<file path="src/rtl/nrf_spi_responder_if.sv">
// Pin and local-fabric bundle for nrf_spi_responder. The master side is the SPI master plus the
// fabric logic that injects RX payloads and drains TX payloads.
interface nrf_spi_responder_if;
   logic       NRF_SCK;
   logic       NRF_CSN;
   logic       NRF_MOSI;
   logic       NRF_MISO;
   logic       NRF_IRQ;
   logic       rx_wr_en;
   logic [7:0] rx_wr_data;
   logic       rx_commit;
   logic       rx_full;
   logic       tx_rd_en;
   logic [7:0] tx_rd_data;
   logic       tx_avail;

   modport master (
      output NRF_SCK, NRF_CSN, NRF_MOSI, rx_wr_en, rx_wr_data, rx_commit, tx_rd_en,
      input  NRF_MISO, NRF_IRQ, rx_full, tx_rd_data, tx_avail
   );

   modport slave (
      input  NRF_SCK, NRF_CSN, NRF_MOSI, rx_wr_en, rx_wr_data, rx_commit, tx_rd_en,
      output NRF_MISO, NRF_IRQ, rx_full, tx_rd_data, tx_avail
   );
endinterface

</file>
<file path="src/rtl/nrf_spi_responder.sv">
// SPI mode-0 responder emulating the nRF24L01 command/register interface with local RX/TX buffers.
// Define NRF_SPI_RESPONDER_IRQ_EN to generate NRF_IRQ; otherwise NRF_IRQ is tied high.
module nrf_spi_responder #(
   parameter int unsigned PAYLOAD_BYTES = 32,
   parameter int unsigned SYNC_STAGES   = 2
) (
   input logic                CLOCK_50,
   input logic                RESET,
   nrf_spi_responder_if.slave bus_io
);

   localparam int unsigned CW = $clog2(PAYLOAD_BYTES + 1);

   typedef enum logic [1:0] {StIdle, StCmd, StData, StIgnore} state_e;
   typedef enum logic [1:0] {CmdRReg, CmdWReg, CmdRRx, CmdWTx} cmd_e;

   logic [SYNC_STAGES-1:0] sck_sync_q, csn_sync_q, mosi_sync_q;
   logic                   sck_prev_q;
   logic                   sck_s, csn_s, mosi_s, sck_rise, sck_fall;

   state_e          state_q, state_d;
   logic [2:0]      bit_cnt_q, bit_cnt_d;
   logic [6:0]      shift_in_q, shift_in_d;
   logic [7:0]      shift_out_q, shift_out_d;
   logic            miso_q, miso_d;
   cmd_e            cmd_q, cmd_d;
   logic [4:0]      addr_q, addr_d;
   logic [7:0]      reg_q [32];
   logic [7:0]      reg_d [32];
   logic            rx_dr_q, rx_dr_d, tx_ds_q, tx_ds_d;
   logic [7:0]      rx_buf_q [PAYLOAD_BYTES];
   logic [7:0]      rx_buf_d [PAYLOAD_BYTES];
   logic [CW-1:0]   rx_wr_ptr_q, rx_wr_ptr_d, rx_rd_ptr_q, rx_rd_ptr_d;
   logic            rx_full_q, rx_full_d, rx_read_q, rx_read_d;
   logic [7:0]      tx_buf_q [PAYLOAD_BYTES];
   logic [7:0]      tx_buf_d [PAYLOAD_BYTES];
   logic [CW-1:0]   tx_cnt_q, tx_cnt_d, tx_rd_ptr_q, tx_rd_ptr_d;
   logic [7:0]      tx_rd_data_q, tx_rd_data_d;
   logic            tx_avail_q, tx_avail_d, tx_wrote_q, tx_wrote_d;

   logic [7:0] rx_byte, status, rd_cmd_data, rd_next_data, rx_buf_next, tx_buf_next, out_byte;
   logic [4:0] addr_inc;
   logic       is_rreg, is_wreg, is_rrx, is_wtx, spi_start, spi_end, byte_done;

   function automatic logic [7:0] reg_rst(int a);
      case (a)
         0:       return 8'h08;
         1:       return 8'h3F;
         2, 3, 4: return 8'h03;
         5:       return 8'h02;
         6:       return 8'h0E;
         default: return 8'h00;
      endcase
   endfunction

   always_ff @(posedge CLOCK_50 or posedge RESET) begin
      if (RESET) begin
         sck_sync_q  <= '0;
         csn_sync_q  <= '1;
         mosi_sync_q <= '0;
         sck_prev_q  <= 1'b0;
      end else begin
         sck_sync_q  <= {sck_sync_q[SYNC_STAGES-2:0], bus_io.NRF_SCK};
         csn_sync_q  <= {csn_sync_q[SYNC_STAGES-2:0], bus_io.NRF_CSN};
         mosi_sync_q <= {mosi_sync_q[SYNC_STAGES-2:0], bus_io.NRF_MOSI};
         sck_prev_q  <= sck_s;
      end
   end

   assign sck_s     = sck_sync_q[SYNC_STAGES-1];
   assign csn_s     = csn_sync_q[SYNC_STAGES-1];
   assign mosi_s    = mosi_sync_q[SYNC_STAGES-1];
   assign sck_rise  = sck_s & ~sck_prev_q;
   assign sck_fall  = ~sck_s & sck_prev_q;
   // Level-based start/end also recovers a transfer whose CSN was already low at reset release.
   assign spi_start = ~csn_s & (state_q == StIdle);
   assign spi_end   = csn_s & (state_q != StIdle);
   assign byte_done = sck_rise & (bit_cnt_q == 3'd7) & ~csn_s & (state_q != StIdle);

   assign rx_byte  = {shift_in_q, mosi_s};
   assign status   = {1'b0, rx_dr_q, tx_ds_q, 1'b0, rx_full_q ? 3'b000 : 3'b111, tx_avail_q};
   assign is_rreg  = (rx_byte[7:5] == 3'b000);
   assign is_wreg  = (rx_byte[7:5] == 3'b001);
   assign is_rrx   = (rx_byte == 8'h61);
   assign is_wtx   = (rx_byte == 8'hA0) & ~tx_avail_q;
   assign addr_inc = addr_q + 5'd1;
   assign rd_cmd_data  = (rx_byte[4:0] == 5'd7) ? status : reg_q[rx_byte[4:0]];
   assign rd_next_data = (addr_inc == 5'd7) ? status : reg_q[addr_inc];

   always_comb begin
      rx_buf_next = '0;
      tx_buf_next = '0;
      for (int i = 0; i < int'(PAYLOAD_BYTES); i++) begin
         if (i == int'(rx_rd_ptr_q) + 1) rx_buf_next = rx_buf_q[i];
         if (i == int'(tx_rd_ptr_q) + 1) tx_buf_next = tx_buf_q[i];
      end
   end

   always_ff @(posedge CLOCK_50 or posedge RESET) begin
      if (RESET) state_q <= StIdle;
      else       state_q <= state_d;
   end

   always_comb begin
      state_d = state_q;
      if (spi_start) state_d = StCmd;
      else if (spi_end) state_d = StIdle;
      else if (byte_done && state_q == StCmd)
         state_d = (is_rreg | is_wreg | is_rrx | is_wtx) ? StData : StIgnore;
   end

   always_comb begin
      bus_io.NRF_MISO = miso_q & (state_q != StIdle);
   end

   always_comb begin
      bit_cnt_d = bit_cnt_q;   shift_in_d = shift_in_q;   shift_out_d = shift_out_q;
      miso_d = miso_q;         cmd_d = cmd_q;             addr_d = addr_q;
      reg_d = reg_q;           rx_dr_d = rx_dr_q;         tx_ds_d = tx_ds_q;
      rx_buf_d = rx_buf_q;     rx_wr_ptr_d = rx_wr_ptr_q; rx_rd_ptr_d = rx_rd_ptr_q;
      rx_full_d = rx_full_q;   rx_read_d = rx_read_q;     tx_buf_d = tx_buf_q;
      tx_cnt_d = tx_cnt_q;     tx_rd_ptr_d = tx_rd_ptr_q; tx_rd_data_d = tx_rd_data_q;
      tx_avail_d = tx_avail_q; tx_wrote_d = tx_wrote_q;   out_byte = '0;

      if (bus_io.tx_rd_en && tx_avail_q) begin
         if (int'(tx_rd_ptr_q) + 1 >= int'(tx_cnt_q)) begin
            tx_avail_d = 1'b0;
         end else begin
            tx_rd_ptr_d  = tx_rd_ptr_q + CW'(1);
            tx_rd_data_d = tx_buf_next;
         end
      end

      if (spi_start) begin
         bit_cnt_d   = '0;
         shift_out_d = {status[6:0], 1'b0};
         miso_d      = status[7];
         rx_read_d   = 1'b0;
         tx_wrote_d  = 1'b0;
      end else if (spi_end) begin
         bit_cnt_d = '0;
         miso_d    = 1'b0;
         if (rx_read_q) rx_full_d = 1'b0;
         if (tx_wrote_q) begin
            tx_avail_d   = 1'b1;
            tx_ds_d      = 1'b1;
            tx_rd_ptr_d  = '0;
            tx_rd_data_d = tx_buf_q[0];
         end
      end else if (state_q != StIdle) begin
         if (sck_rise) begin
            shift_in_d = {shift_in_q[5:0], mosi_s};
            bit_cnt_d  = bit_cnt_q + 3'd1;
            if (bit_cnt_q == 3'd7) begin
               case (state_q)
                  StCmd: begin
                     if (is_rreg) begin
                        cmd_d = CmdRReg; addr_d = rx_byte[4:0]; out_byte = rd_cmd_data;
                     end else if (is_wreg) begin
                        cmd_d = CmdWReg; addr_d = rx_byte[4:0];
                     end else if (is_rrx) begin
                        cmd_d = CmdRRx; rx_rd_ptr_d = '0; out_byte = rx_buf_q[0];
                     end else if (is_wtx) begin
                        cmd_d = CmdWTx; tx_cnt_d = '0; tx_rd_ptr_d = '0;
                     end else if (rx_byte == 8'hE1) begin
                        tx_avail_d = 1'b0; tx_cnt_d = '0; tx_rd_ptr_d = '0;
                     end else if (rx_byte == 8'hE2) begin
                        rx_full_d = 1'b0; rx_wr_ptr_d = '0; rx_rd_ptr_d = '0;
                     end
                  end
                  StData: begin
                     unique case (cmd_q)
                        CmdRReg: begin
                           addr_d = addr_inc; out_byte = rd_next_data;
                        end
                        CmdWReg: begin
                           addr_d = addr_inc;
                           if (addr_q == 5'd7) begin
                              rx_dr_d = rx_dr_q & ~rx_byte[6];
                              tx_ds_d = tx_ds_q & ~rx_byte[5];
                           end else begin
                              reg_d[addr_q] = rx_byte;
                           end
                        end
                        CmdRRx: begin
                           rx_read_d = 1'b1;
                           out_byte  = rx_buf_next;
                           if (int'(rx_rd_ptr_q) < int'(PAYLOAD_BYTES))
                              rx_rd_ptr_d = rx_rd_ptr_q + CW'(1);
                        end
                        CmdWTx: begin
                           if (int'(tx_cnt_q) < int'(PAYLOAD_BYTES)) begin
                              for (int i = 0; i < int'(PAYLOAD_BYTES); i++)
                                 if (i == int'(tx_cnt_q)) tx_buf_d[i] = rx_byte;
                              tx_cnt_d   = tx_cnt_q + CW'(1);
                              tx_wrote_d = 1'b1;
                           end
                        end
                     endcase
                  end
                  default: ;
               endcase
               shift_out_d = out_byte;
            end
         end else if (sck_fall) begin
            miso_d      = shift_out_q[7];
            shift_out_d = {shift_out_q[6:0], 1'b0};
         end
      end

      // Local RX side follows the SPI side so a commit beats a same-cycle W1C of RX_DR.
      if (!rx_full_q) begin
         if (bus_io.rx_wr_en && int'(rx_wr_ptr_q) < int'(PAYLOAD_BYTES)) begin
            for (int i = 0; i < int'(PAYLOAD_BYTES); i++)
               if (i == int'(rx_wr_ptr_q)) rx_buf_d[i] = bus_io.rx_wr_data;
            rx_wr_ptr_d = rx_wr_ptr_q + CW'(1);
         end
         if (bus_io.rx_commit && rx_wr_ptr_q != '0) begin
            rx_full_d   = 1'b1;
            rx_dr_d     = 1'b1;
            rx_wr_ptr_d = '0;
         end
      end
   end

   always_ff @(posedge CLOCK_50 or posedge RESET) begin
      if (RESET) begin
         bit_cnt_q <= '0;   shift_in_q <= '0;   shift_out_q <= '0;  miso_q <= 1'b0;
         cmd_q <= CmdRReg;  addr_q <= '0;       rx_dr_q <= 1'b0;    tx_ds_q <= 1'b0;
         rx_wr_ptr_q <= '0; rx_rd_ptr_q <= '0;  rx_full_q <= 1'b0;  rx_read_q <= 1'b0;
         tx_cnt_q <= '0;    tx_rd_ptr_q <= '0;  tx_rd_data_q <= '0; tx_avail_q <= 1'b0;
         tx_wrote_q <= 1'b0;
         for (int i = 0; i < 32; i++) reg_q[i] <= reg_rst(i);
         for (int i = 0; i < int'(PAYLOAD_BYTES); i++) begin
            rx_buf_q[i] <= '0;
            tx_buf_q[i] <= '0;
         end
      end else begin
         bit_cnt_q <= bit_cnt_d;     shift_in_q <= shift_in_d;   shift_out_q <= shift_out_d;
         miso_q <= miso_d;           cmd_q <= cmd_d;             addr_q <= addr_d;
         reg_q <= reg_d;             rx_dr_q <= rx_dr_d;         tx_ds_q <= tx_ds_d;
         rx_buf_q <= rx_buf_d;       rx_wr_ptr_q <= rx_wr_ptr_d; rx_rd_ptr_q <= rx_rd_ptr_d;
         rx_full_q <= rx_full_d;     rx_read_q <= rx_read_d;     tx_buf_q <= tx_buf_d;
         tx_cnt_q <= tx_cnt_d;       tx_rd_ptr_q <= tx_rd_ptr_d; tx_rd_data_q <= tx_rd_data_d;
         tx_avail_q <= tx_avail_d;   tx_wrote_q <= tx_wrote_d;
      end
   end

   assign bus_io.rx_full    = rx_full_q;
   assign bus_io.tx_avail   = tx_avail_q;
   assign bus_io.tx_rd_data = tx_rd_data_q;

`ifdef NRF_SPI_RESPONDER_IRQ_EN
   logic irq_q;
   always_ff @(posedge CLOCK_50 or posedge RESET) begin
      if (RESET) irq_q <= 1'b1;
      else       irq_q <= ~|({rx_dr_q, tx_ds_q, 1'b0} & ~reg_q[0][6:4]);
   end
   assign bus_io.NRF_IRQ = irq_q;
`else
   assign bus_io.NRF_IRQ = 1'b1;
`endif

endmodule

</file>
<file path="src/flat_wrapper.sv">
// flat-port wrapper written by rule: the top's interface ports become plain ports
module nrf_spi_responder_flat 
#(
   parameter int unsigned PAYLOAD_BYTES = 32,
   parameter int unsigned SYNC_STAGES   = 2
)
  (CLOCK_50, RESET, bus_io_NRF_SCK, bus_io_NRF_CSN, bus_io_NRF_MOSI, bus_io_rx_wr_en, bus_io_rx_wr_data, bus_io_rx_commit, bus_io_tx_rd_en, bus_io_NRF_MISO, bus_io_NRF_IRQ, bus_io_rx_full, bus_io_tx_rd_data, bus_io_tx_avail);
  nrf_spi_responder_if bus_io_i ();
  input logic CLOCK_50;
  input logic RESET;
  input wire logic [$bits(bus_io_i.NRF_SCK)-1:0] bus_io_NRF_SCK;
  input wire logic [$bits(bus_io_i.NRF_CSN)-1:0] bus_io_NRF_CSN;
  input wire logic [$bits(bus_io_i.NRF_MOSI)-1:0] bus_io_NRF_MOSI;
  input wire logic [$bits(bus_io_i.rx_wr_en)-1:0] bus_io_rx_wr_en;
  input wire logic [$bits(bus_io_i.rx_wr_data)-1:0] bus_io_rx_wr_data;
  input wire logic [$bits(bus_io_i.rx_commit)-1:0] bus_io_rx_commit;
  input wire logic [$bits(bus_io_i.tx_rd_en)-1:0] bus_io_tx_rd_en;
  output wire logic [$bits(bus_io_i.NRF_MISO)-1:0] bus_io_NRF_MISO;
  output wire logic [$bits(bus_io_i.NRF_IRQ)-1:0] bus_io_NRF_IRQ;
  output wire logic [$bits(bus_io_i.rx_full)-1:0] bus_io_rx_full;
  output wire logic [$bits(bus_io_i.tx_rd_data)-1:0] bus_io_tx_rd_data;
  output wire logic [$bits(bus_io_i.tx_avail)-1:0] bus_io_tx_avail;
  assign bus_io_i.NRF_SCK = bus_io_NRF_SCK;
  assign bus_io_i.NRF_CSN = bus_io_NRF_CSN;
  assign bus_io_i.NRF_MOSI = bus_io_NRF_MOSI;
  assign bus_io_i.rx_wr_en = bus_io_rx_wr_en;
  assign bus_io_i.rx_wr_data = bus_io_rx_wr_data;
  assign bus_io_i.rx_commit = bus_io_rx_commit;
  assign bus_io_i.tx_rd_en = bus_io_tx_rd_en;
  assign bus_io_NRF_MISO = bus_io_i.NRF_MISO;
  assign bus_io_NRF_IRQ = bus_io_i.NRF_IRQ;
  assign bus_io_rx_full = bus_io_i.rx_full;
  assign bus_io_tx_rd_data = bus_io_i.tx_rd_data;
  assign bus_io_tx_avail = bus_io_i.tx_avail;
  nrf_spi_responder #(.PAYLOAD_BYTES(PAYLOAD_BYTES), .SYNC_STAGES(SYNC_STAGES)) u_core (.CLOCK_50(CLOCK_50), .RESET(RESET), .bus_io(bus_io_i));
endmodule
</file>
<file path="config.mk">
export PLATFORM = sky130hd
export DESIGN_NAME = nrf_spi_responder_flat
export DESIGN_NICKNAME = d
export VERILOG_FILES = /design/src/rtl/nrf_spi_responder_if.sv /design/src/rtl/nrf_spi_responder.sv /design/src/flat_wrapper.sv
export SDC_FILE = /design/constraint.sdc
export NUM_CORES = 2
export LEC_CHECK = 0
export CAP_MARGIN = 20
export CORE_MARGIN = 3
export CORE_UTILIZATION = 42
export DETAILED_ROUTE_END_ITERATION = 8
export PLACE_DENSITY = 0.68
export SETUP_SLACK_MARGIN = 0.05
export SYNTH_ARGS = -nofsm -noshare
export SYNTH_HDL_FRONTEND = slang
export SYNTH_SLANG_ARGS = --single-unit
</file>
<file path="constraint.sdc">
create_clock -name CLOCK_50 -period 29.1 [get_ports CLOCK_50]
set_input_delay 4.365 -clock CLOCK_50 [delete_from_list [all_inputs] [get_ports CLOCK_50]]
set_output_delay 4.365 -clock CLOCK_50 [all_outputs]
set_load 0.02 [all_outputs]
</file>
==> run_results.csv <==
group,metric,value,unit
placement,dpl.hpwl,85900,um
placement,post_dp_cell_area,0.0460,sq mm
timing,max_slew_margin,27.3,%
grt,grt_pass1_wl,203000,um
grt,grt_pass1_vias,32200,
drt,postRouteAntennaNets,0,
setup_path,r2r_slack,23.95,ns
clocking,cts.path.max_buffers,3,
drt,vias_per_cell,6.43,
clocking,holdBufCountCts,0,
cells_and_area,fill_cells,9248,
cells_and_area,final_cell_mix,"dfrtp_1, mux2_2, nand2_1",
yosys,ys_ff_latch,841,
clocking,cts_resized,0,
timing,rsz0062_at_grt,"false",
power_and_ir_drop,power_frac_seq,45.3,%
yosys,synth_edf_count,0,
yosys,avgSynthCellArea,12.0,sq um
setup_path,r2r-end,"u_core.shift_out_q[7]",
clocking,ctsHtreeMaxLevel,3,
setup_path,cp.arrival,7.93,ns
setup_path,crit_start,"RESET",
drt,first_iter_violations,3527,
power_and_ir_drop,sw_frac_of_total,28.9,%
power_and_ir_drop,power.density,59.8,mW/mm^2
clocking,cts_tree,"done",
clocking,clock_latency,0.66,ns
timing,fin_skew,0.0262,ns
timing,clock.fmax,137,MHz
power_and_ir_drop,power_frac_comb,13.5,%
setup_path,worstPathMaxFanout,159,
placement,portBuffers,26,
setup_path,r2r_cells,9,
run,max_cap_violations,0,
cells_and_area,post-route-cell-area,0.0492,sq mm
power_and_ir_drop,p_sw,850,uW
power_and_ir_drop,vdd_drop_max,65.8,uV
yosys,syn_area,0.0446,sq mm
cells_and_area,drive_gt1_share,27.9,%
setup_path,critical_path_class,"input port to async pin",
drt,dr_total_vias,32700,
hold_path,worstHoldStart,"u_core.mosi_sync_q[0]",
clocking,cts_setup_buffers,0,
cells_and_area,final_common_cell,"dfrtp_1",
clocking,cts_buffers,91,
grt,track_usage,23.3,%
timing,finalSetupTns,0,ns
timing,min_period,7.30,ns
placement,place_ws,20.86,ns
yosys,postSynthCellCount,3717,
timing,tightest_slew,1.06,ns
yosys,ys_async_sr_fraction,100,%
yosys,yosys_warnings,0,
timing,layout_setup_ws,21.80,ns
hold_path,hp-class,"flop to flop",
clocking,clk_pin_slew,0.06,ns
run_status,status,"completed",
yosys,yosys.cell_types.count,98,
yosys,yosysTopAreaCell,"dfrtp_1",
power_and_ir_drop,p_clk_share,41.2,%
power_and_ir_drop,power.leakage,0.0225,uW
timing,fin_crit_sh,25.1,%
power_and_ir_drop,intPower,2090,uW
hold_path,hold_depth,0,
hold_path,hold_end,"u_core.mosi_sync_q[1]",
setup_path,cp-end-kind,"async pin",
setup_path,startpoint_type,"input port",
drt,wl_per_cell,25.7,um
drt,dr.pass1.iters,6,
cells_and_area,fin_nets,3681,
floorplanning,die_y,332,um
setup_path,r2r-start,"u_core.shift_in_q[0]",
yosys,synthFlopType,"dfrtp_1",
clocking,cts.root.buffer_cell,"clkbuf_16",
floorplanning,die_area,0.110,sq mm
cells_and_area,syn_to_final_growth,10.3,%
floorplanning,initial_utilization,42.7,%
floorplanning,fp.dieW,332,um
floorplanning,ios,28,
drt,wl,131000,um
placement,gp_congestion,0.933,
floorplanning,rows,118,
timing,setup_viol,0,
timing,final_hold_viol_count,0,
yosys,yosysTopAreaCellShare,46.2,%
yosys,synth-seq-area-share,47.3,%
grt,antenna_found_initial,2,
setup_path,cp.required,29.73,ns
grt,grt_overflow,0,
drt,drc_errors,0,
floorplanning,coreArea,0.104,sq mm
clocking,cts.sink_count,841,
timing,drv_slew,0,
yosys,syn-num-nets,3771,
grt,grt_max_degree,160,
yosys,synthTopCellsByArea,"dfrtp_1, mux2_2, mux4_2, mux2_1, nand2_1",
-- logic make-up (layout without fill, tap and decap cells) --
group | count (synthesis) | count (layout) | share of synthesized area [%]
buf+inv | 327 | 312 | 2.96
xor+xnor | 12 | 12 | 0.253
other cells | 1 | 3 | 0.00842
flops | 841 | 841 | 47.3
simple gates | 804 | 804 | 8.65
mux | 938 | 938 | 27.6
fa+ha+maj | 38 | 38 | 1.07
compound gates | 756 | 756 | 12.2
-- area by class of cell --
type	instances	area (sq um)	area share [%]
diodes	2	5.00	0.0102
inverters	43	169	0.344
repair buffers	101	830	1.69
clock buffers	136	2680	5.45
flip-flops and latches	841	21100	42.9
clock inverters	32	438	0.891
well taps	1380	1730	3.51
multi-input cells	2549	22200	45.2
-- routing by layer --
metal,up-vias,track usage (%),routed length [um]
li1,13900,-,-
met1,17000,33.7,55800
met2,1562,35.1,58900
met3,256,4.88,11800
met4,0,7.51,4170
met5,-,0,0
-- through the flow --
stage | total power [uW] | instances | util, % | hold WS (ns)
6_report | 2940 | 5084 | 47.1 | 0.354
5_1_grt | 3050 | 5082 | 47.1 | 0.366
4_1_cts | 2950 | 5080 | 47.1 | 0.354
3_5_place_dp | 1750 | 4912 | 44.1 | 0.337
3_3_place_gp | 1740 | 4911 | 44.1 | 0.334
2_1_floorplan | 1580 | 3717 | - | 0.331
-- cell usage after synthesis (all sizes together), types with 9 or more instances --
library cell	instances
or2	12
a2111oi	22
a31oi	21
clkbuf	221
a21oi	138
mux2	768
nor4	11
and4	12
nand2	295
nand2b	31
inv	40
nand3	65
nor2b	18
nand4	25
o31ai	14
o2111ai	28
nand3b	15
o21a	16
a21o	12
a32o	10
nor2	168
a211oi	58
o22a	11
dfstp	19
a211o	10
o21ai	132
or3	14
mux2i	15
ha	38
a221o	9
and2	26
o22ai	34
mux4	155
dfrtp	822
a22oi	20
o221ai	30
o211ai	56
a311oi	9
nor3	60
a221oi	32
buf	63
and3	21
-- state kept, by name, summed over array words and instances (netlist names), 3 cells and up --
| name | flops |
|---|---|
| u_core.rx_rd_ptr_q | 6 |
| u_core.tx_buf_q | 256 |
| u_core.shift_in_q | 7 |
| u_core.rx_buf_q | 256 |
| u_core.bit_cnt_q | 3 |
| u_core.tx_cnt_q | 6 |
| u_core.shift_out_q | 8 |
| u_core.addr_q | 5 |
| u_core.tx_rd_ptr_q | 6 |
| u_core.bus_io.tx_rd_data | 8 |
| u_core.rx_wr_ptr_q | 6 |
| u_core.reg_q | 256 |
-- critical path, stage by stage --
cell             delay, ns
clkdlybuf4s50_1       0.49
inv_8                 0.57
buf_12                0.66
buf_12                0.69
buf_4                 0.90
-- how the worst max path moves through the flow --
| stage | endpoint | cells after the start |
|---|---|---|
| CTS | u_core.reg_q[134] | 5 |
| finish | u_core.reg_q[255] | 5 |
| floorplan | u_core.addr_q[0] | 1 |
| global placement | u_core.reg_q[132] | 5 |
| detailed placement | u_core.reg_q[183] | 5 |
| global route | u_core.reg_q[255] | 5 |
-- power groups by stage --
stage	clock network [uW]	registers (uW)	logic (uW)
floorplan	0	1270	312
CTS	1230	1330	396
finish	1210	1330	398
global placement	0	1350	392
detailed placement	0	1350	396
global route	1280	1340	431
(Power assumes the default switching activity.)
